==> config.mk <==
export PLATFORM = sky130hd
export DESIGN_NAME = sc_matrix_scan
export DESIGN_NICKNAME = d
export VERILOG_FILES = /design/src/rtl/sc_matrix_pkg.sv /design/src/rtl/sc_matrix_scan_timer.sv /design/src/rtl/sc_matrix_scan.sv
export SDC_FILE = /design/constraint.sdc
export NUM_CORES = 1
export LEC_CHECK = 0
export ABC_AREA = 1
export BUFFER_PORTS_ARGS = -buffer_cell sky130_fd_sc_hd__clkbuf_2
export CORE_UTILIZATION = 30
export DETAILED_ROUTE_END_ITERATION = 16
export MAX_ROUTING_LAYER = met4
export PLACE_DENSITY_LB_ADDON = 0.2
export SETUP_SLACK_MARGIN = 0.15
export SLEW_MARGIN = 20
export SYNTH_ARGS = -nofsm -noshare
export SYNTH_HDL_FRONTEND = slang
export SYNTH_SLANG_ARGS = --single-unit
==> constraint.sdc <==
create_clock -name SC_RegGENERAL_CLOCK_50 -period 3.23 [get_ports SC_RegGENERAL_CLOCK_50]
set_input_delay 0.1615 -clock SC_RegGENERAL_CLOCK_50 [delete_from_list [all_inputs] [get_ports SC_RegGENERAL_CLOCK_50]]
set_output_delay 0.1615 -clock SC_RegGENERAL_CLOCK_50 [all_outputs]
set_load 0.03 [all_outputs]
==> src/rtl/sc_matrix_pkg.sv <==
// rtl/sc_matrix_pkg.sv - shared state encoding and timing constants for the LED-matrix scanner
package sc_matrix_pkg;

    typedef enum logic [1:0] {
        IDLE    = 2'd0,
        LOAD    = 2'd1,
        DISPLAY = 2'd2,
        BLANK   = 2'd3
    } scanState_t;

    localparam int ROW_CYCLES_1MS    = 50000;
    localparam int BLANK_CYCLES_10US = 500;

    // Bits needed to hold 0..value-1, never narrower than one bit.
    function automatic int clogMin1(input int value);
        return (value <= 2) ? 1 : $clog2(value);
    endfunction

endpackage

==> src/rtl/sc_matrix_scan_timer.sv <==
// rtl/sc_matrix_scan_timer.sv - loadable down-counter with zero flag, shared by the lit and blank intervals
module sc_matrix_scan_timer #(
    parameter int WIDTH = 16
) (
    input  logic             SC_RegGENERAL_CLOCK_50,
    input  logic             SC_RegGENERAL_RESET_InHigh,
    input  logic             timerLoad,
    input  logic [WIDTH-1:0] timerLoadValue,
    output logic             timerZero
);

    logic [WIDTH-1:0] timerCount;

    // Saturates at zero so an idle timer simply parks there.
    always_ff @(posedge SC_RegGENERAL_CLOCK_50 or posedge SC_RegGENERAL_RESET_InHigh) begin
        if (SC_RegGENERAL_RESET_InHigh) begin
            timerCount <= '0;
        end else if (timerLoad) begin
            timerCount <= timerLoadValue;
        end else if (timerCount != '0) begin
            timerCount <= timerCount - 1'b1;
        end
    end

    assign timerZero = (timerCount == '0);

endmodule

==> src/rtl/sc_matrix_scan.sv <==
// rtl/sc_matrix_scan.sv - time-sliced row scanner driving an LED matrix from the general-register image
module sc_matrix_scan
    import sc_matrix_pkg::*;
#(
    parameter int DATAWIDTH    = 8,
    parameter int ROWS         = 8,
    parameter int ROW_CYCLES   = ROW_CYCLES_1MS,
    parameter int BLANK_CYCLES = BLANK_CYCLES_10US
) (
    input  logic                      SC_RegGENERAL_CLOCK_50,
    input  logic                      SC_RegGENERAL_RESET_InHigh,
    input  logic                      scan_enable_InHigh,
    input  logic [ROWS*DATAWIDTH-1:0] scan_data_InBUS,
    output logic [ROWS-1:0]           scan_row_OutBUS,
    output logic [DATAWIDTH-1:0]      scan_col_OutBUS,
    output logic                      scan_frame_done_OutHigh
);

    localparam int CNT_W = clogMin1((ROW_CYCLES > BLANK_CYCLES) ? ROW_CYCLES : BLANK_CYCLES);
    localparam int ROW_W = clogMin1(ROWS);
    localparam logic [CNT_W-1:0] ROW_RELOAD   = CNT_W'(ROW_CYCLES - 1);
    localparam logic [CNT_W-1:0] BLANK_RELOAD = CNT_W'(BLANK_CYCLES - 1);
    localparam logic [ROW_W-1:0] LAST_ROW     = ROW_W'(ROWS - 1);

    scanState_t           state, stateNext;
    logic [ROW_W-1:0]     rowIdx, rowIdxNext;
    logic [DATAWIDTH-1:0] shadow, shadowNext;
    logic [DATAWIDTH-1:0] rowSlice;
    logic [ROWS-1:0]      rowOneHot;
    logic [ROWS-1:0]      rowOutNext;
    logic [DATAWIDTH-1:0] colOutNext;
    logic                 frameDoneNext;
    logic                 timerLoad;
    logic [CNT_W-1:0]     timerLoadValue;
    logic                 timerZero;

    assign rowSlice  = scan_data_InBUS[rowIdx*DATAWIDTH +: DATAWIDTH];
    assign rowOneHot = ROWS'(1) << rowIdx;

    sc_matrix_scan_timer #(
        .WIDTH (CNT_W)
    ) u_timer (
        .SC_RegGENERAL_CLOCK_50     (SC_RegGENERAL_CLOCK_50),
        .SC_RegGENERAL_RESET_InHigh (SC_RegGENERAL_RESET_InHigh),
        .timerLoad                  (timerLoad),
        .timerLoadValue             (timerLoadValue),
        .timerZero                  (timerZero)
    );

    always_ff @(posedge SC_RegGENERAL_CLOCK_50 or posedge SC_RegGENERAL_RESET_InHigh) begin
        if (SC_RegGENERAL_RESET_InHigh) begin
            state                   <= IDLE;
            rowIdx                  <= '0;
            shadow                  <= '0;
            scan_row_OutBUS         <= '0;
            scan_col_OutBUS         <= '0;
            scan_frame_done_OutHigh <= 1'b0;
        end else begin
            state                   <= stateNext;
            rowIdx                  <= rowIdxNext;
            shadow                  <= shadowNext;
            scan_row_OutBUS         <= rowOutNext;
            scan_col_OutBUS         <= colOutNext;
            scan_frame_done_OutHigh <= frameDoneNext;
        end
    end

    // Outputs are decoded from the next state so the registered pins line up with the state.
    always_comb begin
        stateNext      = state;
        rowIdxNext     = rowIdx;
        shadowNext     = shadow;
        rowOutNext     = '0;
        colOutNext     = '0;
        frameDoneNext  = 1'b0;
        timerLoad      = 1'b0;
        timerLoadValue = ROW_RELOAD;

        if (!scan_enable_InHigh) begin
            stateNext  = IDLE;
            rowIdxNext = '0;
        end else begin
            case (state)
                IDLE: begin
                    stateNext = LOAD;
                end
                LOAD: begin
                    shadowNext     = rowSlice;
                    timerLoad      = 1'b1;
                    timerLoadValue = ROW_RELOAD;
                    rowOutNext     = rowOneHot;
                    colOutNext     = rowSlice;
                    stateNext      = DISPLAY;
                end
                DISPLAY: begin
                    if (timerZero) begin
                        timerLoad      = 1'b1;
                        timerLoadValue = BLANK_RELOAD;
                        stateNext      = BLANK;
                    end else begin
                        rowOutNext = rowOneHot;
                        colOutNext = shadow;
                    end
                end
                BLANK: begin
                    if (timerZero) begin
                        rowIdxNext    = (rowIdx == LAST_ROW) ? '0 : rowIdx + 1'b1;
                        frameDoneNext = (rowIdx == LAST_ROW);
                        stateNext     = LOAD;
                    end
                end
                default: begin
                    stateNext  = IDLE;
                    rowIdxNext = '0;
                end
            endcase
        end
    end

endmodule

; ---- Yosys cells after proc, flatten, opt, wreduce, memory -nomap -nowiden
; Index checks and enable logic that the tools add are counted.
[totals]
reg_bits = 46
input_bits = 67
output_inout_bits = 17
elab_cells = 51
[classes]
add_sub_neg = 2
n_eq_ne = 8
n_shift = 2
mux = 25
reduce_logical = 7
[op_table]
columns = op, n
row1 = two-way mux 16 bit, 5
row2 = indexed part select 64 x 7 -> 8 bit, 1
row3 = two-way mux 8 bit, 4
row4 = one-hot mux 8 bit (2 select lines), 2
row5 = logical NOT 16 bit, 1
row6 = nonzero test 16 bit, 1
row7 = subtractor 16 x 1 -> 16 bit (second input constant), 1
row8 = two-way mux 3 bit, 4
row9 = one-hot mux 2 bit (4 select lines), 1
row10 = << shifter 1 x 3 -> 8 bit (first input constant), 1
row11 = two-way mux 2 bit, 3
row12 = != test 3 bit (second input constant), 2
row13 = AND reduction 2 bit, 3
row14 = two-way mux 1 bit, 5
row15 = == test 2 bit (second input constant), 2
row16 = != test 2 x 1 -> 1 bit (second input constant), 2
row17 = adder 3 x 1 -> 3 bit (second input constant), 1
row18 = == test 3 bit (second input constant), 1
row19 = == test 2 x 1 -> 1 bit (second input constant), 1
row20 = logical NOT 2 bit, 1
row21 = one-hot mux 1 bit (2 select lines), 1
row22 = nonzero test 2 bit, 1

; ---- Logic depth before layout (Yosys ltp)
; Gate-level depths: netlist of the first run.
[depth]
depth_word = 5
mapped_depth = 9

; ---- Cells and area by module
; A second synthesis of the first run with hierarchy kept.
[unflattened]
hier_cells = 487
area_unflattened_um2 = 3355.7
[modules_own_cells]
columns = mod, n_inst, cells_per_inst, area_per_inst_um2
row1 = sc_matrix_scan, 1, 318, 2142.1
row2 = sc_matrix_scan_timer, 1, 169, 1213.7

; ---- Worst setup path after synthesis of the first run
; OpenSTA, ideal clock, no wires.
[synth_timing]
path_type = reg2reg
start = register state[0]
end = register u_timer.timerCount[13]
t_arrival_ns = 1.377
path_slack_ns = 1.739
stages_incl_launch_ff = 9
period_less_slack_ns = 1.491
path_cell_list = dfrtp_1 inv_1 ha_1 nor2_4 nand4_4 nand2_4 inv_2 nand3b_1 inv_1
[synth_via]
elab_chain_cells = 4
word_cells_on_any_way = 8
cone_classes = eq/ne (2) / mux (5) / reduce/logical (1)
[synth_lines]
columns = element, line_no
row1 = from (decl), sc_matrix_scan.sv:25  ; scanState_t state, stateNext;
row2 = from (signal assigned), sc_matrix_scan.sv:59  ; state <= stateNext;
row3 = == test 2 bit / == test 2 x 1 -> 1 bit (equally long branches), sc_matrix_scan.sv:83  ; case (state)
row4 = one-hot mux 1 bit (2 select lines) / two-way mux 16 bit (equally long branches), sc_matrix_scan.sv:83
row5 = two-way mux 1 bit / two-way mux 16 bit (equally long branches), sc_matrix_scan.sv:79  ; if (!scan_enable_InHigh) begin
row6 = two-way mux 16 bit / nonzero test 2 bit (equally long branches), --
row7 = to (signal assigned), sc_matrix_scan_timer.sv:19  ; timerCount <= timerLoadValue;
row8 = to (signal assigned), sc_matrix_scan_timer.sv:21  ; timerCount <= timerCount - 1'b1;
row9 = to (decl), sc_matrix_scan_timer.sv:12  ; logic [WIDTH-1:0] timerCount;
; Several ways; a longest one is shown, not always the timed one.
; A chain may end at the register's enable or synchronous reset.

; ---- Worst setup path in the final report of the first run
[layout_timing]
start = register rowIdx[1]
end = register scan_col_OutBUS[0]
[layout_via]
elab_chain_cells = 3
[layout_lines]
columns = element, line_no
row1 = from (decl), sc_matrix_scan.sv:26  ; logic [ROW_W-1:0] rowIdx, rowIdxNext;
row2 = from (signal assigned), sc_matrix_scan.sv:60  ; rowIdx <= rowIdxNext;
row3 = indexed part select 64 x 7 -> 8 bit, sc_matrix_scan.sv:37  ; assign rowSlice = scan_data_InBUS[rowIdx*DATAWIDTH +: DATAWIDTH];
row4 = one-hot mux 8 bit (2 select lines), sc_matrix_scan.sv:83
row5 = two-way mux 8 bit, sc_matrix_scan.sv:79
row6 = named net colOutNext[0], sc_matrix_scan.sv:31  ; logic [DATAWIDTH-1:0] colOutNext;
row7 = to (signal assigned), sc_matrix_scan.sv:63  ; scan_col_OutBUS <= colOutNext;
row8 = to (decl), sc_matrix_scan.sv:15  ; output logic [DATAWIDTH-1:0] scan_col_OutBUS,
; The timed path passes the listed nets, and every way through them passes these cells.

==> results of run 1 <==
per-layer routing:
| metal | vias to the layer above | track usage [%] | share of wire (%) |
|---|---|---|---|
| li1 | 1378 | - | - |
| met1 | 1207 | 21.4 | 48 |
| met2 | 80 | 24.9 | 46 |
| met3 | 7 | 3.17 | 5.4 |
| met4 | 0 | 3.23 | 1.1 |
| met5 | - | - | 0 |
report_power, final:
part	leakage [nW]	internal [W]	switching, W
sequential	0.594	0.000736	0.000162
clock	0.0441	0.000152	0.000205
combinational	1.10	0.000331	0.000597
worst paths after layout:
path	from	to	cells past startpoint
hold / removal	SC_RegGENERAL_RESET_InHigh	shadow[1]$_DFFE_PP0P_	2
setup / recovery	rowIdx[1]$_DFFE_PP0P_	scan_col_OutBUS[0]$_DFF_PP0_	5
max in group asynchronous	SC_RegGENERAL_RESET_InHigh	u_timer.timerCount[3]$_DFFE_PP0P_	2
hold reg to reg	u_timer.timerCount[0]$_DFFE_PP0P_	u_timer.timerCount[0]$_DFFE_PP0P_	2
setup reg to reg	rowIdx[1]$_DFFE_PP0P_	scan_col_OutBUS[0]$_DFF_PP0_	5
min in group SC_RegGENERAL_CLOCK_50	scan_enable_InHigh	scan_frame_done_OutHigh$_DFF_PP0_	3
sequential cells by signal, summed over array words and instances, names as in the netlist:
name	flops
rowIdx	3
scan_col_OutBUS	8
scan_frame_done_OutHigh	1
scan_row_OutBUS	8
shadow	8
state	2
u_timer.timerCount	16
Yosys cell counts:
master	instances	area [sq um]
o31ai_1	2	15.0
o211ai_2	1	12.5
buf_6	2	22.5
inv_4	1	6.26
o21ai_0	38	190
a21oi_2	2	17.5
o21ai_1	28	140
o211ai_1	9	67.6
inv_2	4	15.0
buf_2	5	25.0
a21oi_1	3	15.0
buf_4	6	45.0
and3_1	2	12.5
nor2_8	2	40.0
nand2_4	6	67.6
nand4_4	1	21.3
nor2_1	66	248
inv_1	23	86.3
nor3_1	2	10.0
nor2_4	8	90.1
o41ai_2	1	16.3
nand3b_1	2	15.0
o22ai_1	8	50.1
nand2_2	4	25.0
clkinv_2	1	5.00
clkbuf_1	3	11.3
ha_1	11	138
dfrtp_1	46	1150
xnor2_1	2	17.5
xor2_1	5	43.8
nor2_2	7	43.8
nand2_1	45	169
nand3_1	24	120
metrics by stage:
step                      setup slack, ps  total power, W  utilization [%]  cells
after floorplan                      1740         0.00162                -    370
after global placement               1300         0.00184             36.6    567
after detailed placement             1290         0.00185             36.6    567
after CTS                            1260         0.00221             37.6    575
after global routing                 1070         0.00239             37.6    575
final                                1280         0.00218             37.6    575
area by class of cell:
cell class              count  share of cell area (%)
inverters                  29                    3.23
repair buffers             84                    12.0
clock inverters             3                   0.603
well taps                 129                    4.58
flip-flops and latches     46                    32.7
clock buffers               5                    1.95
multi-input cells         279                    45.0
logic make-up after synthesis:
kind of cell / after synthesis
AOI/OAI and AO/OA: 92
DFF: 46
xor gates and xnor gates: 7
adders and majority gates: 11
and+or+nand+nor: 169
buffers and inverters: 45
worst max-delay path, stage by stage, from the launching register on:
cell     delay [ps]
dfrtp_1         830
inv_1           330
o21ai_0         150
o22ai_1         110
o21ai_1         280
o21ai_1         110
==> impl_metrics.yaml, run 1 <==
logic_synthesis:
  synthCells: 370
  synth.ff_latch_count: 46
  synth_compound_gate_area_share_pct: 17.8
  count_of_cell_types_in_the_netlist: 33
  post_synth_fa_ha_maj_area_fraction_pct: 4.66
  synth.yosys.seq_area_share_pct: 39.0
  yosysWarnings: 0
  post_synthesis_share_of_cell_area_spent_on_xor_and_xnor_gates_pct: 2.08
  postSynthAreaPerCell_sq_um: 7.98
  mapped_area_sq_um: 2950
  synth.area.mux_share_pct: 0
  postSynthNetCount: 448
  synth-simple-area-share_pct: 29.2
  synth_top_family_by_area: "simple AND/OR/NAND/NOR gates"
detailed_routing:
  post-route-drc-count: 0
  ant_nets: 0
  vias: 2672
  detail_route.wirelength_um: 7390
  drt_pass1_iterations: 5
  wl_per_cell_um: 12.9
  drt-initial-drc-count: 97
  drt-vias-per-instance: 4.65
placement:
  place_hpwl_um: 5700
  count_of_port_buffers_added_during_placement: 83
  placed_cell_area_sq_um: 3430
  gp_congestion: 0.833
global_routing:
  grt_pass1_wl_um: 12400
  first_global_vias: 2639
  antenna_found_initial: 0
  grt_usage_pct: 15.9
  total_grt_overflow: 0
  grt_max_degree: 47
layout:
  most_common_cell_after_layout_fill_and_taps_aside: "clkbuf_2"
  stdcell_area_sq_um: 3520
  fillCellCount: 1013
  insertedDiodeCount: 0
  final_layout_size_suffix_gt1_share_pct: 29.4
  layout.cells.most_common_list: "clkbuf_2, nor2_1, dfrtp_1"
  register_area_sq_um: 1150
  area_delta_synth_final_pct: 19.4
  finalNetCount: 523
  multi_input_area_sq_um: 1590
timing:
  shortest_period_the_worst_path_allows_ps: 1950
  setup_violations: 0
  rsz0062_at_grt: "no"
  max_freq_mhz: 514
  final.setup.tns_ps: 0
  worst_slew_margin_rel_pct: 44.8
  timing.clock.skew_ps: 9.13
  worst_margin_slew_ps: 828
  final-hold-violation-count: 46
  final_min_period_over_clock_period_pct: 60.3
  worst_hold_check_slack_ps: -40.5
  final-max-slew-violation-count: 0
run_status:
  run_status: "finished with violations"
  failed_checks: "negative hold slack"
worst_setup_path:
  timing.critical_path.fanout_max: 28
  critical_path_class: "flop to flop"
  critical_path.startpoint_type: "flop"
  worst-endpoint-required_ps: 3420
  setup.worst_path.end_class: "flop"
  rrSetupSlack_ps: 1280
  arrival_ps: 2130
pwr:
  ratio_of_total_power_to_cell_area_nw_per_um2: 619
  leakage_dissipation_nw: 1.74
  ir_worst_vdd_mv: 0.186
floorplan:
  die_width_um: 101
  initial_core_util_pct: 31.5
  die_h_um: 101
  rows: 35
  die-area_sq_um: 10200
  io_pins: 84
  placeableCoreArea_sq_um: 9370
clock_tree:
  cts_buffers: 5
  worstSkewPairLatency_ps: 300
  worst_setup_hold_path_clk_slew_ps: 90
  cts-hold-fix-buffers: 0
  cts_tree: "yes"
  cts-htree-levels: 2
  cts-root-buf: "clkbuf_8"
  post-cts-setup-buffers: 0
  clock_tree.buffer_depth: 2
  post_cts_resize_count: 0
  clock_sinks: 46
worst_hold_path:
  hold_class: "input pin to asynchronous set/reset pin"
job:
  maxCapViolCount: 0
Note: power is estimated with default switching activity, not from simulation.
==> run 2, diff against run 1 <==
--- a/config.mk
+++ b/config.mk
@@ -5,7 +5,7 @@
 export SDC_FILE = /design/constraint.sdc
 export NUM_CORES = 1
 export LEC_CHECK = 0
-export ABC_AREA = 1
+export ABC_AREA = 0
 export BUFFER_PORTS_ARGS = -buffer_cell sky130_fd_sc_hd__clkbuf_2
 export CORE_UTILIZATION = 30
 export DETAILED_ROUTE_END_ITERATION = 16
==> constraint.sdc (replaced) <==
create_clock -name SC_RegGENERAL_CLOCK_50 -period 1.81 [get_ports SC_RegGENERAL_CLOCK_50]
set_input_delay 0.0905 -clock SC_RegGENERAL_CLOCK_50 [delete_from_list [all_inputs] [get_ports SC_RegGENERAL_CLOCK_50]]
set_output_delay 0.0905 -clock SC_RegGENERAL_CLOCK_50 [all_outputs]
set_load 0.03 [all_outputs]
==> run 2 against run 1 <==
Against the previous run:
- the run ends with negative setup slack left
- cell area is 16% higher
- synthesized area fell by 11%
- wire length fell by 0.80%
- clock-buffer cell count increased by 1
- synthesized cell count decreased by 36%
- final cell count fell by 17%
- fmax grew 0.83%
- first-iteration DRC count decreased by 16%
- clock skew up 1.5 ps
==> impl_metrics.yaml, run 2 <==
run_status:
  run_status: "finished with violations"
  failed_checks: "negative setup slack"
layout:
  most_common_cell_after_layout_fill_and_taps_aside: "clkbuf_2"
  final_layout_size_suffix_gt1_share_pct: 59.1
  max_flop_register: "u_timer.timerCount"
  fillCellCount: 776
  fin_util_pct: 48.9
  largest_register_ff_count: 16
  final_cells: 479
  insertedDiodeCount: 0
  layout.cells.most_common_list: "clkbuf_2, dfrtp_1, buf_4"
  area_delta_synth_final_pct: 55.6
  finalNetCount: 451
clock_tree:
  worstSkewPairLatency_ps: 310
  cts-htree-levels: 2
  cts_buffers: 5
  clock_tree.buffer_depth: 2
  cts_tree: "yes"
  worst_setup_hold_path_clk_slew_ps: 90
  clock_sinks: 46
  cts-root-buf: "clkbuf_8"
logic_synthesis:
  synth_top_area_cell: "dfrtp_1"
  postSynth.topFlopCell: "dfrtp_1"
  async_reset_ff_share_pct: 100
  mapped_area_sq_um: 2620
  count_of_cell_types_in_the_netlist: 39
  yosysWarnings: 0
  postSynthAreaPerCell_sq_um: 11.2
  synth_enable_flop_cells: 0
  synthCells: 235
  synth_top_cells_by_area: "dfrtp_1, mux4_2, ha_1"
  synth_top_area_share_pct: 43.9
  postSynthNetCount: 313
  synth_common_cells: "dfrtp_1, nor2_1, a21oi_1"
  synth.ff_latch_count: 46
  post-synth-top-count-cell: "dfrtp_1"
  synth.yosys.seq_area_share_pct: 43.9
worst_setup_path:
  path_delay_family: "simple AND/OR/NAND/NOR gates"
  crit_start: "u_timer.timerCount[5]$_DFFE_PP0P_"
  max_stage_delay_ps: 550
  timing.critical_path.fanout_max: 2
  worst-endpoint-required_ps: 2040
  crit_slowest_cell: "or4_4"
  crit_buf_inv: 0
  critical_path.startpoint_type: "flop"
  crit_chain: "or4_4 -> or4_4 -> or4_1 -> o211ai_1"
  timing.rr.start: "u_timer.timerCount[5]$_DFFE_PP0P_"
  critical-path-top-cell-by-count: "or4_4"
  arrival_ps: 2160
  critical_path_class: "flop to flop"
  setup.worst_path.end_class: "flop"
detailed_routing:
  drt-initial-drc-count: 81
  detail_route.wirelength_um: 7330
  post-route-drc-count: 0
  drt_pass1_iterations: 4
  ant_nets: 0
  vias: 2446
  wl_per_cell_um: 15.3
  drt-vias-per-instance: 5.11
timing:
  final-hold-violation-count: 0
  final_min_period_over_clock_period_pct: 107
  final-max-slew-violation-count: 0
  worst_slew_margin_rel_pct: 74.2
  max_freq_mhz: 518
  timing.clock.skew_ps: 10.6
  worst_slack_ps: -120
  worst_margin_slew_ps: 386
  rsz0062_at_grt: "yes"
  setup_violations: 28
  shortest_period_the_worst_path_allows_ps: 1930
floorplan:
  rows: 33
  die_width_um: 95.5
  die-area_sq_um: 9120
  placeableCoreArea_sq_um: 8340
  die_h_um: 95.5
  initial_core_util_pct: 31.5
  io_pins: 84
global_routing:
  grt_max_degree: 40
  total_grt_overflow: 0
  first_global_vias: 2552
  antenna_found_initial: 0
  grt_pass1_wl_um: 12000
  grt_usage_pct: 17.8
pwr:
  finalPower_w: 0.00430
  leakage_dissipation_nw: 1.83
  ir_worst_vdd_mv: 0.374
  ratio_of_total_power_to_cell_area_nw_per_um2: 1050
job:
  maxCapViolCount: 0
placement:
  place_hpwl_um: 5390
  count_of_port_buffers_added_during_placement: 83
  place.detailed.instances: 456
  gp_congestion: 0.833
worst_hold_path:
  hold_path_startpoint: "scan_enable_InHigh"
  hold_class: "input pin to flop"
==> run 2: cell types whose count changed after synthesis, moves of 23 or more <==
cell | previous run | this run
nor2_1 | 66 | 21
nand2_1 | 45 | 8
o21ai_0 | 38 | 10
o21ai_1 | 28 | 0
nand3_1 | 24 | 1
==> run 2: worst paths after layout <==
check                                                      to  slack, ps  cells past startpoint
min                                      state[0]$_DFFE_PP0P_         50                      2
max in group asynchronous               rowIdx[1]$_DFFE_PP0P_       1120                      4
min reg2reg                      scan_col_OutBUS[6]$_DFF_PP0_        490                      1
max reg2reg                u_timer.timerCount[15]$_DFFE_PP0P_       -120                      4
min in group asynchronous  u_timer.timerCount[12]$_DFFE_PP0P_        220                      3
max                        u_timer.timerCount[15]$_DFFE_PP0P_       -120                      4
==> run 2: cell families after synthesis <==
logic type	count (synthesis)	synth area share (%)
flip-flops	46	43.9
AO/OA/AOI/OAI	55	13.9
adder cells (fa/ha/maj)	11	5.25
multiplexers	24	16.8
XOR/XNOR	5	1.67
buffers and inverters	22	3.34
AND/OR/NAND/NOR	72	15.2
==> run 2: repair_timing <==
action                                  in CTS  in global routing
buffers inserted                            10                  3
endpoints found under the setup margin      37                 46
pin swaps                                   40                 18
hold buffers                                 1                  0
gates resized for setup                     53                 27
endpoints found under the hold margin       46                  0
gates cloned                                 0                  1
==> run 2: layer usage <==
layer  vias up  track usage, %  part of all wire [%]
met5         -               -                     0
met4         0            5.22                   1.8
met3        14            3.19                   4.1
met2        83            30.5                    51
met1      1181            21.3                    43
li1       1168               -                     -
==> run 2: per-stage QoR <==
step | setup TNS, ps | hold WS (ps) | instance area, sq um | setup slack, ps
2_1_floorplan | -2450 | 216 | 2670 | -262
3_3_place_gp | -5310 | 2.95 | 3500 | -335
3_5_place_dp | -5090 | 3.99 | 3500 | -317
4_1_cts | -1900 | 48.3 | 3920 | -130
5_1_grt | -4130 | 44.8 | 4080 | -198
6_report | -1990 | 47.4 | 4080 | -120
==> run 2: final cells by class <==
type                       instances  area (sq um)  share of cell area (%)
clock buffer                       6          72.6                    1.78
inverter                          12          45.0                    1.10
multi-input combinational        167          1720                    42.1
sequential                        46          1150                    28.2
tap                              105           131                    3.22
clock inverter                     2          13.8                   0.337
timing repair buffer             141           948                    23.2
==> run 2: power by group <==
part / internal [W] / switching (W) / leakage [nW] / total, W
clock: 0.000274 / 0.000373 / 0.0452 / 0.000647
combinational: 0.00106 / 0.00109 / 1.21 / 0.00215
sequential: 0.00132 / 0.000185 / 0.578 / 0.00151
total: 0.00265 / 0.00165 / 1.83 / 0.00430
